<file path="config.mk">
export PLATFORM = sky130hd
export DESIGN_NAME = seq_muldiv
export DESIGN_NICKNAME = d
export VERILOG_FILES = /design/src/rtl/seq_muldiv_pkg.sv /design/src/rtl/seq_muldiv_twos_mag.sv /design/src/rtl/seq_muldiv.sv
export SDC_FILE = /design/constraint.sdc
export NUM_CORES = 1
export LEC_CHECK = 0
export ABC_CLOCK_PERIOD_IN_PS = 2600
export CORE_ASPECT_RATIO = 2
export CORE_UTILIZATION = 50
export CTS_CLUSTER_DIAMETER = 60
export DETAILED_ROUTE_END_ITERATION = 12
export PLACE_DENSITY = 0.85
export SLEW_MARGIN = 15
export SYNTH_ARGS = -nofsm -noshare
export SYNTH_HDL_FRONTEND = slang
export SYNTH_SLANG_ARGS = --single-unit
</file>
<file path="constraint.sdc">
create_clock -name clk -period 2.6 [get_ports clk]
set_input_delay 0.52 -clock clk [delete_from_list [all_inputs] [get_ports clk]]
set_output_delay 0.52 -clock clk [all_outputs]
set_load 0.02 [all_outputs]
</file>
<file path="src/rtl/seq_muldiv_pkg.sv">
// muldiv_pkg: shared types and helpers for the sequential multiply/divide unit.
//   op_t      : operation encoding carried on the 2-bit op port
//   state_t   : controller states (IDLE, RUN, DONE)
//   cnt_width : width of the iteration counter for an N-bit datapath
package muldiv_pkg;

  typedef enum logic [1:0] {
    OP_MULU = 2'b00,
    OP_MULS = 2'b01,
    OP_DIVU = 2'b10,
    OP_RSVD = 2'b11
  } op_t;

  typedef enum logic [1:0] {
    IDLE = 2'b00,
    RUN  = 2'b01,
    DONE = 2'b10
  } state_t;

  // The counter must be able to hold N, so it is sized for N+1 values.
  function automatic int cnt_width(input int n);
    return $clog2(n + 1);
  endfunction

endpackage

</file>
<file path="src/rtl/seq_muldiv_twos_mag.sv">
// twos_mag: combinational two's-complement conditional negate.
// On the operand side it turns a signed N-bit value into its magnitude
// (neg = sign bit); the magnitude of the most negative value is 2^(N-1),
// which still fits the N-bit unsigned result. On the result side it
// applies the product sign to the 2N-bit unsigned product.
//   val : W-bit input value
//   neg : 1 = output the two's-complement negation of val
//   mag : W-bit result
module twos_mag #(
  parameter int W = 4
) (
  input  logic [W-1:0] val,
  input  logic         neg,
  output logic [W-1:0] mag
);

  assign mag = neg ? (~val + W'(1)) : val;

endmodule

</file>
<file path="src/rtl/seq_muldiv.sv">
// seq_muldiv: multi-cycle N-bit unsigned/signed multiplier and unsigned
// divider, one shift-add / shift-subtract step per clock.
//   clk, rst_n   : clock (rising edge), asynchronous active-low reset
//   start        : request, taken only when not busy (IDLE or DONE)
//   op           : 00 mulu, 01 muls, 10 divu, 11 reserved
//   A, B         : operands, sampled with an accepted start
//   Y            : 2N-bit result; div returns {remainder, quotient}
//   busy         : high while iterating
//   done         : one-cycle pulse, Y valid
//   div_by_zero  : divide with B=0 (quotient all ones, remainder A)
//   op_err       : reserved op (Y=0)
//   fsm_state    : controller state, for observation only
//
// Handshake: start is sampled on a rising edge only while busy is low; an
// accepted start latches A, B and op. done pulses for one cycle when Y
// holds the new result; holding start high through DONE chains the next op.
module seq_muldiv
  import muldiv_pkg::*;
#(
  parameter int N = 4
) (
  input  logic           clk,
  input  logic           rst_n,
  input  logic           start,
  input  logic [1:0]     op,
  input  logic [N-1:0]   A,
  input  logic [N-1:0]   B,
  output logic [2*N-1:0] Y,
  output logic           busy,
  output logic           done,
  output logic           div_by_zero,
  output logic           op_err,
  output state_t         fsm_state
);

  localparam int CW = cnt_width(N);
  localparam logic [CW-1:0] LAST = CW'(N - 1);

  state_t         state;
  logic [CW-1:0]  cnt;
  op_t            op_r;
  logic [N-1:0]   opnd_r;   // multiplicand magnitude or divisor
  logic [2*N-1:0] acc;      // mul: {partial product, multiplier}; div: {rem, dividend/quotient}
  logic           neg_r;    // signed product must be negated

  op_t          op_in;
  logic         muls_in;
  logic [N-1:0] mag_a;
  logic [N-1:0] mag_b;

  assign op_in   = op_t'(op);
  assign muls_in = (op_in == OP_MULS);

  twos_mag #(.W(N)) u_mag_a (.val(A), .neg(muls_in & A[N-1]), .mag(mag_a));
  twos_mag #(.W(N)) u_mag_b (.val(B), .neg(muls_in & B[N-1]), .mag(mag_b));

  // Multiply step: add the multiplicand into the upper half when the
  // multiplier LSB is set, then shift the whole accumulator right by one.
  // The carry out of the add becomes the new MSB.
  logic [N:0]     add_sum;
  logic [2*N-1:0] mul_next;
  assign add_sum  = {1'b0, acc[2*N-1:N]} + {1'b0, (acc[0] ? opnd_r : {N{1'b0}})};
  assign mul_next = {add_sum, acc[N-1:1]};

  // Restoring divide step: shift the next dividend bit into the (N+1)-bit
  // partial remainder, subtract when it fits, shift the quotient bit in.
  logic [N:0]     trial;
  logic [N:0]     diff;
  logic           fits;
  logic [2*N-1:0] div_next;
  assign trial    = {acc[2*N-1:N], acc[N-1]};
  assign diff     = trial - {1'b0, opnd_r};
  assign fits     = (trial >= {1'b0, opnd_r});
  assign div_next = fits ? {diff[N-1:0], acc[N-2:0], 1'b1}
                         : {trial[N-1:0], acc[N-2:0], 1'b0};

  logic [2*N-1:0] step_next;
  logic [2*N-1:0] y_fin;
  assign step_next = (op_r == OP_DIVU) ? div_next : mul_next;

  twos_mag #(.W(2*N)) u_neg_y (.val(step_next), .neg(neg_r), .mag(y_fin));

  assign fsm_state = state;

  always_ff @(posedge clk or negedge rst_n) begin
    if (!rst_n) begin
      state       <= IDLE;
      cnt         <= '0;
      op_r        <= OP_MULU;
      opnd_r      <= '0;
      acc         <= '0;
      neg_r       <= 1'b0;
      Y           <= '0;
      busy        <= 1'b0;
      done        <= 1'b0;
      div_by_zero <= 1'b0;
      op_err      <= 1'b0;
    end else begin
      done <= 1'b0;
      case (state)
        IDLE, DONE: begin
          if (start) begin
            op_r        <= op_in;
            cnt         <= '0;
            div_by_zero <= 1'b0;
            op_err      <= 1'b0;
            neg_r       <= muls_in & (A[N-1] ^ B[N-1]);
            if (op_in == OP_RSVD) begin
              Y      <= '0;
              op_err <= 1'b1;
              done   <= 1'b1;
              busy   <= 1'b0;
              state  <= DONE;
            end else if ((op_in == OP_DIVU) && (B == '0)) begin
              Y           <= {A, {N{1'b1}}};
              div_by_zero <= 1'b1;
              done        <= 1'b1;
              busy        <= 1'b0;
              state       <= DONE;
            end else begin
              // Divide uses raw operands; for unsigned mul the magnitudes
              // equal the raw operands anyway.
              acc    <= {{N{1'b0}}, (op_in == OP_DIVU) ? A : mag_b};
              opnd_r <= (op_in == OP_DIVU) ? B : mag_a;
              busy   <= 1'b1;
              state  <= RUN;
            end
          end else begin
            busy  <= 1'b0;
            state <= IDLE;
          end
        end
        RUN: begin
          acc <= step_next;
          cnt <= cnt + CW'(1);
          if (cnt == LAST) begin
            Y     <= y_fin;
            done  <= 1'b1;
            busy  <= 1'b0;
            state <= DONE;
          end
        end
        default: begin
          busy  <= 1'b0;
          state <= IDLE;
        end
      endcase
    end
  end

endmodule

</file>
==> report_table.html <==
<table>
<tr><th>Metric</th><th>Value</th></tr>
<tr><th colspan="2">Floorplanning</th></tr>
<tr><td>Top-Level Pins</td><td>27</td></tr>
<tr><td>Starting utilization of the core area</td><td>0.5284</td></tr>
<tr><td>Width of the die</td><td>48.94 um</td></tr>
<tr><td>Core ar.</td><td>4170 sq um</td></tr>
<tr><td>Floorplan die area</td><td>4692 sq um</td></tr>
<tr><td>Standard-cell row count</td><td>33</td></tr>
<tr><td>Vertical die dimension</td><td>95.88 um</td></tr>
<tr><th colspan="2">Global route</th></tr>
<tr><td>Largest net degree at the start of global routing</td><td>33</td></tr>
<tr><td>Antenna violations before repair</td><td>0</td></tr>
<tr><td>Vias in the first global route</td><td>2241</td></tr>
<tr><td>Wire length of the first global-routing pass</td><td>10.21 mm</td></tr>
<tr><td>GRT Resource Usage Total</td><td>0.2932</td></tr>
<tr><td>Residual overflow from global routing</td><td>0</td></tr>
<tr><th colspan="2">Timing</th></tr>
<tr><td>Post-layout minimum cycle time</td><td>2536 ps</td></tr>
<tr><td>RSZ-0062 raised after global routing</td><td>true</td></tr>
<tr><td>Final setup TNS</td><td>0 ps</td></tr>
<tr><td>Worst-margin pin slew</td><td>599.3 ps</td></tr>
<tr><td>Post-route setup slack</td><td>63.92 ps</td></tr>
<tr><td>Setup violations, final</td><td>0</td></tr>
<tr><td>Worst slew slack as a fraction of its limit</td><td>0.6005</td></tr>
<tr><td>Final period util</td><td>0.9754</td></tr>
<tr><td>Clock skew</td><td>11.44 ps</td></tr>
<tr><td>Max Fclk</td><td>394.3 MHz</td></tr>
<tr><td>Final hold violation count</td><td>0</td></tr>
<tr><td>Number of max-slew violations in the final report</td><td>0</td></tr>
<tr><th colspan="2">Synthesis</th></tr>
<tr><td>Post-Syn Instances</td><td>269</td></tr>
<tr><td>Synth cell types</td><td>44</td></tr>
<tr><td>Top cell types by occurrence after synthesis</td><td>sky130_fd_sc_hd__dfrtp_1, sky130_fd_sc_hd__nand2_1, sky130_fd_sc_hd__o21ai_0, sky130_fd_sc_hd__nor2_1, sky130_fd_sc_hd__inv_1</td></tr>
<tr><td>Yosys reg bits</td><td>32</td></tr>
<tr><td>Most used flip-flop cell after synthesis</td><td>sky130_fd_sc_hd__dfrtp_1</td></tr>
<tr><td>Cell area after technology mapping</td><td>2203 sq um</td></tr>
<tr><td>Biggest area consumer among synthesized cells</td><td>sky130_fd_sc_hd__dfrtp_1</td></tr>
<tr><td>Synth top area share</td><td>0.3634</td></tr>
<tr><td>Synth Area per Inst</td><td>8.191 sq um</td></tr>
<tr><td>Number of warnings issued by yosys</td><td>0</td></tr>
<tr><td>Net count after synthesis</td><td>297</td></tr>
<tr><td>Share of synthesized registers carrying an async set or reset</td><td>1.000</td></tr>
<tr><td>Number of enable flip-flop cells after synthesis</td><td>0</td></tr>
<tr><td>Fraction of the yosys area taken by sequential cells</td><td>0.3634</td></tr>
<tr><td>Main area contributors after synthesis</td><td>sky130_fd_sc_hd__dfrtp_1, sky130_fd_sc_hd__ha_1, sky130_fd_sc_hd__o21ai_0</td></tr>
<tr><th colspan="2">Placement</th></tr>
<tr><td>GPL Wtd Cong</td><td>0.9519</td></tr>
<tr><td>Cell area after placement</td><td>2671 sq um</td></tr>
<tr><td>Minimum setup slack after placement</td><td>-7.089 ps</td></tr>
<tr><td>Sum of net half-perimeters after detailed placement</td><td>4.830 mm</td></tr>
<tr><td># port buffers</td><td>26</td></tr>
<tr><th colspan="2">Worst setup path</th></tr>
<tr><td>Critical path's top delay family</td><td>simple AND/OR/NAND/NOR gates</td></tr>
<tr><td>Peak fanout along the critical path</td><td>4</td></tr>
<tr><td>Series of cell instances along the critical path</td><td>ha_4 -&gt; or4_4 -&gt; a21oi_4 -&gt; or2_4 -&gt; nor2_1 -&gt; a21oi_2 -&gt; ha_2 -&gt; o21ai_2 -&gt; inv_1 -&gt; a31oi_2 -&gt; xor2_1 -&gt; o221ai_1</td></tr>
<tr><td>Worst r2r dst</td><td>Y[6]</td></tr>
<tr><td>Worst r2r path cells</td><td>12</td></tr>
<tr><td>Nature of the critical path startpoint</td><td>register</td></tr>
<tr><td>Cell with the largest stage delay on the worst path</td><td>sky130_fd_sc_hd__or4_4</td></tr>
<tr><td>Crit path required time</td><td>2760 ps</td></tr>
<tr><td>CP bufs+invs</td><td>1</td></tr>
<tr><td>Crit path launch</td><td>acc[6]</td></tr>
<tr><td>Endpoint arrival time on the critical path</td><td>2700 ps</td></tr>
<tr><td>Startpoint of the lowest-slack register-to-register path</td><td>acc[6]</td></tr>
<tr><td>Reg2reg setup slack</td><td>60 ps</td></tr>
<tr><td>Type of the setup path with the least slack</td><td>register to register</td></tr>
<tr><td>CP peak stage delay</td><td>520 ps</td></tr>
<tr><td>Crit end category</td><td>register</td></tr>
<tr><th colspan="2">Hold path</th></tr>
<tr><td>Hold Startpoint</td><td>busy</td></tr>
<tr><td>Worst Hold Path Cells</td><td>2</td></tr>
<tr><td>Kind of path behind the tightest hold check</td><td>register to register</td></tr>
<tr><td>Worst hold path endpoint</td><td>busy</td></tr>
<tr><th colspan="2">CTS</th></tr>
<tr><td>CTS H-tree lvls</td><td>2</td></tr>
<tr><td>Clock net sink count</td><td>32</td></tr>
<tr><td>Max clock buf depth</td><td>2</td></tr>
<tr><td>Number of buffers inserted for hold repair after clock tree synthesis</td><td>0</td></tr>
<tr><td>Number of clock buffers inserted by TritonCTS</td><td>5</td></tr>
<tr><td>Clock-pin slew reported for the worst setup and hold paths after clock tree synthesis</td><td>70 ps</td></tr>
<tr><td>CTS root buf</td><td>sky130_fd_sc_hd__clkbuf_8</td></tr>
<tr><td>Clock insertion delay at the later pin of the skew report</td><td>280 ps</td></tr>
<tr><td>TritonCTS clock tree</td><td>done</td></tr>
<tr><th colspan="2">Layout</th></tr>
<tr><td>Count of inserted antenna diode cells</td><td>0</td></tr>
<tr><td>Layout fillers</td><td>329</td></tr>
<tr><td>Synthesis-to-finish area growth</td><td>28.56%</td></tr>
<tr><td>Final net count</td><td>345</td></tr>
<tr><td>Area of all placed cells without fillers</td><td>2833 sq um</td></tr>
<tr><td>Fraction of final layout cells sized beyond drive strength 1</td><td>0.1478</td></tr>
<tr><th colspan="2">Power and ir drop</th></tr>
<tr><td>Leakage</td><td>0.001267 uW</td></tr>
<tr><td>Sum of internal, switching and leakage power</td><td>3869 uW</td></tr>
<tr><td>Ratio of total power to cell area</td><td>1366 nW/um^2</td></tr>
<tr><td>Max rail drop VDD</td><td>1.061 mV</td></tr>
<tr><th colspan="2">Route</th></tr>
<tr><td>Initial DRC count</td><td>152</td></tr>
<tr><td>Length of the first detailed-routing pass in iterations</td><td>6</td></tr>
<tr><td>Average wire per cell in the routed design</td><td>17.29 um</td></tr>
<tr><td>Count of vias placed by the detailed router</td><td>2256</td></tr>
<tr><td>Post-route ant nets</td><td>0</td></tr>
<tr><td>Detailed Route WL</td><td>6.397 mm</td></tr>
<tr><td>Routed via count divided by cell count</td><td>6.097</td></tr>
<tr><td>Post-route DRC violation count</td><td>0</td></tr>
<tr><th colspan="2">Run status</th></tr>
<tr><td>Run status</td><td>finished, final reports clean</td></tr>
<tr><th colspan="2">Run</th></tr>
<tr><td>Max capacitance violation total</td><td>0</td></tr>
</table>
[placed cells by master, fill, tap and decap left out, types with 3 or more instances in the layout]
cell / count
sky130_fd_sc_hd__xnor2_1: 5
sky130_fd_sc_hd__o31ai_1: 3
sky130_fd_sc_hd__clkdlybuf4s50_1: 26
sky130_fd_sc_hd__nand3_1: 8
sky130_fd_sc_hd__dfrtp_1: 32
sky130_fd_sc_hd__a31oi_1: 3
sky130_fd_sc_hd__xor2_1: 3
sky130_fd_sc_hd__and2_1: 4
sky130_fd_sc_hd__a21oi_1: 16
sky130_fd_sc_hd__clkbuf_8: 5
sky130_fd_sc_hd__a211oi_1: 3
sky130_fd_sc_hd__inv_1: 17
sky130_fd_sc_hd__o21ai_0: 27
sky130_fd_sc_hd__nand2b_1: 6
sky130_fd_sc_hd__buf_4: 26
sky130_fd_sc_hd__ha_1: 10
sky130_fd_sc_hd__nor3_1: 8
sky130_fd_sc_hd__and3_1: 3
sky130_fd_sc_hd__mux2i_1: 4
sky130_fd_sc_hd__nor2_1: 25
sky130_fd_sc_hd__nand2_1: 32
sky130_fd_sc_hd__nor2b_1: 5
sky130_fd_sc_hd__o22ai_1: 4
[worst max path at each step]
stage / end / depth (start not counted) / slack, ps
after floorplan: Y[6] / 13 / 110
after global placement: Y[6] / 10 / -10
after detailed placement: Y[6] / 10 / -7
after CTS: Y[6] / 13 / 30
after global routing: Y[6] / 12 / -120
final: Y[6] / 12 / 60
[repair_timing]
| action | 4_1_cts | 5_1_grt |
|---|---|---|
| setup buffers | 0 | 1 |
| hold endpoints to repair | 0 | 0 |
| pin swaps | 0 | 4 |
| endpoints found under the setup margin | 1 | 4 |
| resized for setup | 2 | 12 |
[per-stage QoR]
stage            util  hold WS, ps  std cells
6_report       0.6793        477.2        370
5_1_grt        0.6793        510.0        370
4_1_cts        0.6679        483.8        369
3_5_place_dp   0.6406        466.5        361
3_3_place_gp   0.6406        462.4        361
2_1_floorplan       -        224.4        269
[metal layers]
| metal | track usage | part of all wire | up-vias |
|---|---|---|---|
| met5 | 0 | 0 | - |
| met2 | 0.5683 | 0.56 | 105 |
| met1 | 0.2653 | 0.33 | 1067 |
| met3 | 0.03318 | 0.048 | 35 |
| met4 | 0.2426 | 0.071 | 0 |
| li1 | - | - | 1049 |
[flip-flops by register name (all words and copies together) (netlist names)]
signal       count
Y                8
acc              8
busy             1
cnt              3
div_by_zero      1
done             1
fsm_state        2
neg_r            1
op_err           1
op_r             2
opnd_r           4
[power breakdown]
part | switching, uW | internal, uW
Sequential | 169 | 725
Clock | 187 | 283
Combinational | 1410 | 1100
[worst register-to-register path, cell delays in order, from the launching register on]
cell and delay (ps):
sky130_fd_sc_hd__dfrtp_1 410, sky130_fd_sc_hd__ha_4 180, sky130_fd_sc_hd__or4_4 520, sky130_fd_sc_hd__a21oi_4 180, sky130_fd_sc_hd__or2_4 170, sky130_fd_sc_hd__nor2_1 50, sky130_fd_sc_hd__a21oi_2 150, sky130_fd_sc_hd__ha_2 220
sky130_fd_sc_hd__o21ai_2 70, sky130_fd_sc_hd__inv_1 80, sky130_fd_sc_hd__a31oi_2 90, sky130_fd_sc_hd__xor2_1 170, sky130_fd_sc_hd__o221ai_1 110
[final cells by class]
cell class / count / area, sq um / area share
Sequential cell: 32 / 800.8 / 0.2827
Multi-Input combinational cell: 208 / 1333 / 0.4704
Timing Repair Buffer: 52 / 455.4 / 0.1608
Tap cell: 52 / 65.06 / 0.02297
Clock inverter: 3 / 42.54 / 0.01502
Inverter: 18 / 67.56 / 0.02385
Clock buffer: 5 / 68.82 / 0.02429
[cells by family after synthesis]
logic type	Yosys count	share of synthesized area
adder cells (fa/ha/maj)	15	0.09200
flip-flops	32	0.3634
AO/OA/AOI/OAI	80	0.2243
XOR/XNOR	8	0.03180
multiplexers	5	0.02328
buffers and inverters	29	0.05111
AND/OR/NAND/NOR	100	0.2141
No activity file was read; power rests on OpenSTA's default activity.
